`src/rtl/uart_pkg.sv`:
```
// Shared definitions for the UART transmit arbiter: FSM states, baud defaults, frame sizes.
package uart_pkg;

  typedef enum logic [2:0] {
    StIdle,
    StStart,
    StData,
    StParity,
    StStop
  } state_e;

  localparam int unsigned BaudScaleDefault = 10416;
  localparam int unsigned FrameBits8N1     = 10;
  localparam int unsigned FrameBits8E1     = 11;
  localparam int unsigned BaudCntW         = 16;

  // Terminal count of the baud counter for a given cycles-per-bit scale.
  function automatic logic [BaudCntW-1:0] baud_last(input int unsigned scale);
    return BaudCntW'(scale - 1);
  endfunction

endpackage

```
`src/rtl/uart_rr_picker.sv`:
```
// Combinational round-robin pick: first set req bit at or after ptr, wrapping modulo NReq.
module uart_rr_picker #(
  parameter int unsigned NReq = 4
) (
  input  logic [NReq-1:0]         req_i,
  input  logic [$clog2(NReq)-1:0] ptr_i,
  output logic                    any_o,
  output logic [$clog2(NReq)-1:0] idx_o
);

  localparam int unsigned IdxW = $clog2(NReq);

  logic [IdxW-1:0] cand;
  int unsigned     sum;

  // Scan from the farthest candidate down so the nearest set bit wins.
  always_comb begin
    any_o = |req_i;
    idx_o = '0;
    cand  = '0;
    sum   = 0;
    for (int k = NReq - 1; k >= 0; k--) begin
      sum = int'(ptr_i) + k;
      if (sum >= NReq) sum = sum - NReq;
      cand = IdxW'(sum);
      if (req_i[cand]) idx_o = cand;
    end
  end

endmodule

```
`src/rtl/uart_tx_arbiter.sv`:
```
// Round-robin arbiter sharing one UART TX line between N_REQ byte producers.
// Define UART_TX_ARB_PARITY_EN to insert an even-parity bit (8E1 framing).
module uart_tx_arbiter
  import uart_pkg::*;
#(
  parameter int unsigned _BAUD_SCALE = BaudScaleDefault,
  parameter int unsigned N_REQ       = 4
) (
  input  logic                     clk,
  input  logic                     rst_n,
  input  logic [N_REQ-1:0]         req,
  input  logic [8*N_REQ-1:0]       data,
  output logic [N_REQ-1:0]         gnt,
  output logic [$clog2(N_REQ)-1:0] owner,
  output logic                     busy,
  output logic                     RsTx
);

  localparam int unsigned IdxW = $clog2(N_REQ);
  localparam logic [BaudCntW-1:0] CntLast = baud_last(_BAUD_SCALE);

  state_e              state_q, state_d;
  logic [BaudCntW-1:0] cnt_q, cnt_d;
  logic [2:0]          bit_q, bit_d;
  logic [7:0]          shift_q, shift_d;
  logic [IdxW-1:0]     ptr_q, ptr_d;
  logic [IdxW-1:0]     owner_q, owner_d;
  logic [N_REQ-1:0]    gnt_q, gnt_d;
  logic                busy_q, busy_d;
  logic                tx_q, tx_d;
`ifdef UART_TX_ARB_PARITY_EN
  logic                par_q, par_d;
`endif

  logic            pick_any;
  logic [IdxW-1:0] pick_idx;
  logic [7:0]      lane [N_REQ];
  logic            bit_end;

  for (genvar i = 0; i < N_REQ; i++) begin : g_lane
    assign lane[i] = data[8*i +: 8];
  end

  uart_rr_picker #(
    .NReq(N_REQ)
  ) u_picker (
    .req_i(req),
    .ptr_i(ptr_q),
    .any_o(pick_any),
    .idx_o(pick_idx)
  );

  assign bit_end = (cnt_q == CntLast);

  always_comb begin
    state_d = state_q;
    cnt_d   = cnt_q + BaudCntW'(1);
    bit_d   = bit_q;
    shift_d = shift_q;
    ptr_d   = ptr_q;
    owner_d = owner_q;
    gnt_d   = '0;
    busy_d  = busy_q;
    tx_d    = tx_q;
`ifdef UART_TX_ARB_PARITY_EN
    par_d   = par_q;
`endif
    unique case (state_q)
      StIdle: begin
        cnt_d  = '0;
        busy_d = 1'b0;
        tx_d   = 1'b1;
        if (pick_any) begin
          state_d         = StStart;
          owner_d         = pick_idx;
          gnt_d[pick_idx] = 1'b1;
          shift_d         = lane[pick_idx];
          ptr_d           = (pick_idx == IdxW'(N_REQ - 1)) ? '0 : pick_idx + IdxW'(1);
          busy_d          = 1'b1;
          tx_d            = 1'b0;
`ifdef UART_TX_ARB_PARITY_EN
          par_d           = ^lane[pick_idx];
`endif
        end
      end
      StStart: begin
        if (bit_end) begin
          state_d = StData;
          cnt_d   = '0;
          bit_d   = '0;
          tx_d    = shift_q[0];
        end
      end
      StData: begin
        if (bit_end) begin
          cnt_d = '0;
          if (bit_q == 3'd7) begin
`ifdef UART_TX_ARB_PARITY_EN
            state_d = StParity;
            tx_d    = par_q;
`else
            state_d = StStop;
            tx_d    = 1'b1;
`endif
          end else begin
            // Shift right so the next data bit is always at shift_q[1].
            bit_d   = bit_q + 3'd1;
            shift_d = shift_q >> 1;
            tx_d    = shift_q[1];
          end
        end
      end
`ifdef UART_TX_ARB_PARITY_EN
      StParity: begin
        if (bit_end) begin
          state_d = StStop;
          cnt_d   = '0;
          tx_d    = 1'b1;
        end
      end
`endif
      StStop: begin
        if (bit_end) begin
          state_d = StIdle;
          cnt_d   = '0;
          busy_d  = 1'b0;
          tx_d    = 1'b1;
        end
      end
      default: begin
        state_d = StIdle;
        cnt_d   = '0;
        busy_d  = 1'b0;
        tx_d    = 1'b1;
      end
    endcase
  end

  always_ff @(posedge clk or negedge rst_n) begin
    if (!rst_n) begin
      state_q <= StIdle;
      cnt_q   <= '0;
      bit_q   <= '0;
      shift_q <= '0;
      ptr_q   <= '0;
      owner_q <= '0;
      gnt_q   <= '0;
      busy_q  <= 1'b0;
      tx_q    <= 1'b1;
`ifdef UART_TX_ARB_PARITY_EN
      par_q   <= 1'b0;
`endif
    end else begin
      state_q <= state_d;
      cnt_q   <= cnt_d;
      bit_q   <= bit_d;
      shift_q <= shift_d;
      ptr_q   <= ptr_d;
      owner_q <= owner_d;
      gnt_q   <= gnt_d;
      busy_q  <= busy_d;
      tx_q    <= tx_d;
`ifdef UART_TX_ARB_PARITY_EN
      par_q   <= par_d;
`endif
    end
  end

  assign gnt   = gnt_q;
  assign owner = owner_q;
  assign busy  = busy_q;
  assign RsTx  = tx_q;

endmodule

```
`config.mk`:
```
export PLATFORM = sky130hd
export DESIGN_NAME = uart_tx_arbiter
export DESIGN_NICKNAME = d
export VERILOG_FILES = /design/src/rtl/uart_pkg.sv /design/src/rtl/uart_rr_picker.sv /design/src/rtl/uart_tx_arbiter.sv
export SDC_FILE = /design/constraint.sdc
export NUM_CORES = 1
export LEC_CHECK = 0
export CAP_MARGIN = 10
export CORE_AREA = 2 2 87 89
export CTS_CLUSTER_SIZE = 14
export DETAILED_ROUTE_END_ITERATION = 7
export DIE_AREA = 0 0 89 91
export GPL_TIMING_DRIVEN = 0
export PLACE_DENSITY = 0.64
export SYNTH_ARGS = -nofsm -noshare
export SYNTH_HDL_FRONTEND = slang
export SYNTH_SLANG_ARGS = --single-unit
```
`constraint.sdc`:
```
create_clock -name clk -period 1.92 [get_ports clk]
set_input_delay 0.384 -clock clk [delete_from_list [all_inputs] [get_ports clk]]
set_output_delay 0.384 -clock clk [all_outputs]
set_load 0.005 [all_outputs]
```
# Yosys cells after proc, flatten, opt, wreduce, memory -nomap -nowiden
# Index checks and enable logic that the tools add are counted.
# word_totals
ff_bits	40
input_bits	38
output_inout_bits	8
wordCells	105
# op_classes
n_mux	48
reduce_logical	13
n_bitwise	2
n_addsub	10
n_lt_le_gt_ge	11
n_eq_ne	12
# op_table
operator	count
$mux 8	5
$mux 16	2
$mux 3	7
$mux 2	9
$add 16x1->16 const B	1
$bmux 8 s2	1
$eq 16x14->1 const B	1
$pmux 8 s2	1
$lt 2x3->1 const B	5
$ge 3x3->1 const B	4
$mux 1	12
$ne 2x2->1 const B	6
$pmux 3 s4	1
$bmux 1 s2	4
$mux 4	2
$reduce_and 4->1	2
$sub 2x1->2 const B	4
$add 2x2->3 const B	2
$eq 3x3->1 const B	2
$pmux 3 s2	1
$reduce_and 5->1	1
$pmux 1 s4	1
$reduce_and 2->1	2
$reduce_bool 2->1	2
other kinds (18)	18

# Depth between registers and ports, before layout
# logic_depth
ltp_word	15
mapped_depth	9
depth_no_buf	7

# Modules after synthesis
# A second synthesis with hierarchy kept.
# unflattened
hier_cells	203
area_unflattened_um2	2322.2
# by_module_without_submodules
module	instances	area_each_um2	cells_per_inst
uart_tx_arbiter	1	2244.7	190
uart_rr_picker	1	77.6	13

# Worst setup path after synthesis
# Ideal clock, no wire load.
# synth_timing
path_type	reg2reg
start	register cnt_q[0]
end	register cnt_q[10]
setup_time_ps	71
path_buffers	3
required_ps	1849
arrival_time_ps	1712
path_stages_with_launch	9
slack_ps	137
path_cell_list	dfrtp_1 > ha_1 > and4_1 > and4_1 > buf_4 > or2_1 > buf_2 > buf_2 > nor2_1
# synth_between
elab_chain_cells	3
# synth_lines
element	line_no	rtl
start, declared	uart_tx_arbiter.sv:23	logic [BaudCntW-1:0] cnt_q, cnt_d;
start signal, assigned	uart_tx_arbiter.sv:155	cnt_q <= cnt_d;
$add 16x1->16 / $eq 16x14->1 (equally long branches)	uart_tx_arbiter.sv:57, uart_tx_arbiter.sv:53	
$mux 16 *	uart_tx_arbiter.sv:87, uart_tx_arbiter.sv:95, uart_tx_arbiter.sv:123	
$mux 16 *	n/a	
net cnt_d[10]	uart_tx_arbiter.sv:23	
# The timed path passes the listed nets; every way through them passes the cells marked *.
# A chain may end at the register's enable or synchronous reset.

# Final worst setup path
# layout_timing
start	register bit_q[0]
end	register shift_q[7]
# layout_between
elab_chain_cells	3
# layout_lines
element	line_no	rtl
start, declared	uart_tx_arbiter.sv:24	logic [2:0] bit_q, bit_d;
start signal, assigned	uart_tx_arbiter.sv:156	bit_q <= bit_d;
$eq 3x3->1	uart_tx_arbiter.sv:97	if (bit_q == 3'd7) begin
$ne 2x2->1 (no line)	n/a	
$reduce_and 4->1 (no line)	n/a	
end signal, assigned	uart_tx_arbiter.sv:157	shift_q <= shift_d;
end, declared	uart_tx_arbiter.sv:25	logic [7:0] shift_q, shift_d;
# Every way passes these cells.

==> impl_results.md <==
- Area growth syn-to-layout: 36.19%
- RR Startpoint: bit_q[0]$_DFFE_PN0P_
- R2R depth: 7
- CTS Buffer Depth: 2
- Fmax: 530.7 MHz
- # rows: 31
- Ant. Diodes: 0
- Cells after Synth: 264
- RR Endpoint: shift_q[7]$_DFFE_PN0P_
- Pre-antenna DRT Iters: 4
- DRC: 0
- Net Count, Synth: 306
- Switching power total: 0.7431 mW
- Number of max-cap violations: 0
- Pint: 1.684 mW
- Vias: 2177
- DRT antenna net count: 0
- CTS Buf Count: 5
- Port Buffer Count: 45
- Combinational power share: 0.265
- CP max FO: 8
- Avg Cell Area, Syn: 9.247 sq um
- Die H: 91 um
- Total GRT Usage: 0.1521
- Crit path launch type: flip-flop
- CP Launch Point: bit_q[0]$_DFFE_PN0P_
- Worst Skew: 0.008892 ns
- Synthesized area: 2441 sq um
- Die Area: 8099 sq um
- Clk pwr share: 0.291
- Setup Crit Path Kind: flip-flop to flip-flop
- Peak supply drop: 0.3086 mV
- Clock transition at path regs: 0.09 ns
- Placer's final routability congestion estimate: 0.8547
- R2r setup slk: 0.04 ns
- Register area share after synthesis: 0.4106
- Sw frac: 0.3062
- Overflow left after global routing: 0
- Final setup fails: 0
- Fin. max-slew vios: 0
- Chip width: 89 um
- Hold WC Path Type: input port to async pin
- Layout cells sized above 1: 0.1759
- Routed wire per std cell: 13.71 um
- Fin nets: 365
- TritonCTS Sinks: 40
- Yosys reg bits: 40
- CP Data Arrival Time: 2.07 ns
- DP HPWL: 4268 um
- Iteration-0 DRC Markers: 111
- Status: completed
- Number of global-route vias before repair: 2126
- Placed Instance Area: 3010 sq um
- Total routed wirelength: 5800 um
- H-tree Lvls: 2
- Largest net degree at the start of global routing: 41
- Initial antenna violation count: 0
- Final Power: 2.427 mW
- Vias per Instance: 5.147
- Final period util: 0.9814
- Pwr dens: 730.0 nW/um^2
- Clk_lat worst skew: 0.30 ns
- Cell Count, Final, Fillers Out: 423
- P_leak: 1.347 nW
- Final hold violation count: 0
- Post-route cell area: 3324 sq um
- Crit path time final: 1.884 ns
- Placed cell count: 408
- Filler cells: 704
- Core region area: 7137 sq um
- Initial Utilization: 0.3420
- Final TNS setup: 0 ns
- Sequential share of power: 0.444
- Cts hold-fix bufs: 0
- Worst-Margin Slew: 0.9016 ns
- CTS tree: built
- Max_slew headroom: 0.3990
- Synth cell types: 54
- Io pins: 46
- WHS: 0.1947 ns
- Kind of end point of the critical path: flip-flop
- Root Driver: clkbuf_8
- WP data required: 2.11 ns
- First-pass GRT wire length: 9846 um
- YS warnings: 0
sequential cells by signal, indices dropped and copies added (netlist names):
name and count:
gnt 4, busy 1, ptr_q 2, state_q 3, shift_q 8, RsTx 1
cnt_q 16, bit_q 3, owner 2
power by group through the flow:
stage / Clock (mW) / Sequential (mW) / Combinational [mW]
finish: 0.707 / 1.08 / 0.642
global route: 0.777 / 1.10 / 0.725
CTS: 0.739 / 1.07 / 0.593
detailed placement: 0 / 1.08 / 0.580
global placement: 0 / 1.08 / 0.572
floorplan: 0 / 1.06 / 0.386
cells by family after synthesis:
| logic type | count (synthesis) | synth area share |
|---|---|---|
| compound gates | 65 | 0.1840 |
| xor+xnor | 13 | 0.04664 |
| fa+ha+maj | 4 | 0.02050 |
| buf+inv | 25 | 0.04766 |
| flops | 40 | 0.4106 |
| mux | 4 | 0.01896 |
| simple gates | 113 | 0.2717 |
routing by layer:
| layer | vias to the layer above | track usage | wire length [um] |
|---|---|---|---|
| li1 | 1090 | - | - |
| met1 | 1028 | 0.2062 | 2696 |
| met2 | 57 | 0.2444 | 2801 |
| met3 | 2 | 0.03727 | 269 |
| met4 | 0 | 0.03358 | 33 |
| met5 | - | 0 | 0 |
worst max-delay path by stage:
stage / endpoint / slack (ns)
after detailed placement: shift_q[5]$_DFFE_PN0P_ / -0.55
after floorplan: cnt_q[10]$_DFF_PN0_ / 0.14
final: shift_q[7]$_DFFE_PN0P_ / 0.04
after global routing: bit_q[2]$_DFFE_PN0P_ / -0.03
after CTS: shift_q[5]$_DFFE_PN0P_ / -0.008
after global placement: owner[1]$_DFFE_PN0P_ / -0.54
placed cells by master (no fill, tap or decap), types with 3 or more instances in the layout:
master,instances
and2_1,3
and4_1,10
a211o_1,7
clkbuf_8,5
a21oi_1,13
o21ai_0,7
dfrtp_1,35
o31ai_1,7
a22oi_1,6
clkdlybuf4s50_1,40
buf_4,9
inv_1,6
dfrtp_2,4
o21ai_1,7
nor2_1,23
dlygate4sd2_1,4
o31a_1,7
clkbuf_1,4
nand2_1,23
nor4b_4,3
nor4_1,3
xor2_1,8
nand4_1,10
xnor2_1,5
nand3_1,14
nor3_1,4
clkbuf_2,5
buf_2,4
Yosys cell counts (all sizes together):
cell,count,share of area
o21ai,14,0.029
and2,3,0.0077
nand4,10,0.026
a21oi,14,0.030
nor3b,4,0.014
mux2,2,0.011
buf,8,0.021
nor4b,3,0.016
and4,10,0.036
nor4,5,0.018
o21a,1,0.0031
a31oi,1,0.0026
xor2,8,0.029
inv,7,0.011
or4,1,0.0031
or2,3,0.0077
o22a,1,0.0036
nand2b,2,0.0051
nor2,23,0.035
clkbuf,10,0.016
dfstp,1,0.011
a21o,2,0.0061
o221a,1,0.0046
mux2i,2,0.0082
a221o,1,0.0041
nand4b,1,0.0036
dfrtp,39,0.40
or3,1,0.0026
o211ai,1,0.0051
o31a,7,0.025
nand3,15,0.036
ha,4,0.021
o22ai,1,0.0026
and3,2,0.0051
a211o,7,0.025
a22oi,7,0.022
o31ai,7,0.022
nand2,23,0.035
nor3,5,0.012
xnor2,5,0.018
or3b,2,0.0082
final cells by class:
| cell class | count | area, sq um | area share |
|---|---|---|---|
| Inverter | 7 | 30.03 | 0.009033 |
| Clock buffer | 5 | 68.82 | 0.02070 |
| Clock inverter | 3 | 46.29 | 0.01393 |
| Multi-Input combinational cell | 199 | 1435 | 0.4317 |
| Tap cell | 99 | 123.9 | 0.03726 |
| Buffer | 17 | 100.1 | 0.03011 |
| Sequential cell | 40 | 1007 | 0.3030 |
| Timing Repair Buffer | 53 | 513.0 | 0.1543 |
worst max-delay path, stage by stage (launching register included):
cell and delay, ns:
dfrtp_1 0.40, ha_2 0.20, ha_4 0.17, buf_4 0.15, mux2i_1 0.23, o211ai_4 0.17
and2_1 0.20, a221o_1 0.25
per-stage QoR:
stage	worst slack, ns	util
after detailed placement	-0.5498	0.4218
after CTS	-0.007823	0.4474
after floorplan	0.1368	-
after global routing	-0.02888	0.4658
final	0.03577	0.4658
after global placement	-0.5379	0.4225
repair_timing:
action	CTS	global route
pin swaps	6	5
buffers inserted	3	5
gates resized for setup	14	26
endpoints found under the setup margin	23	19
Note: power is estimated with default switching activity, not from simulation.
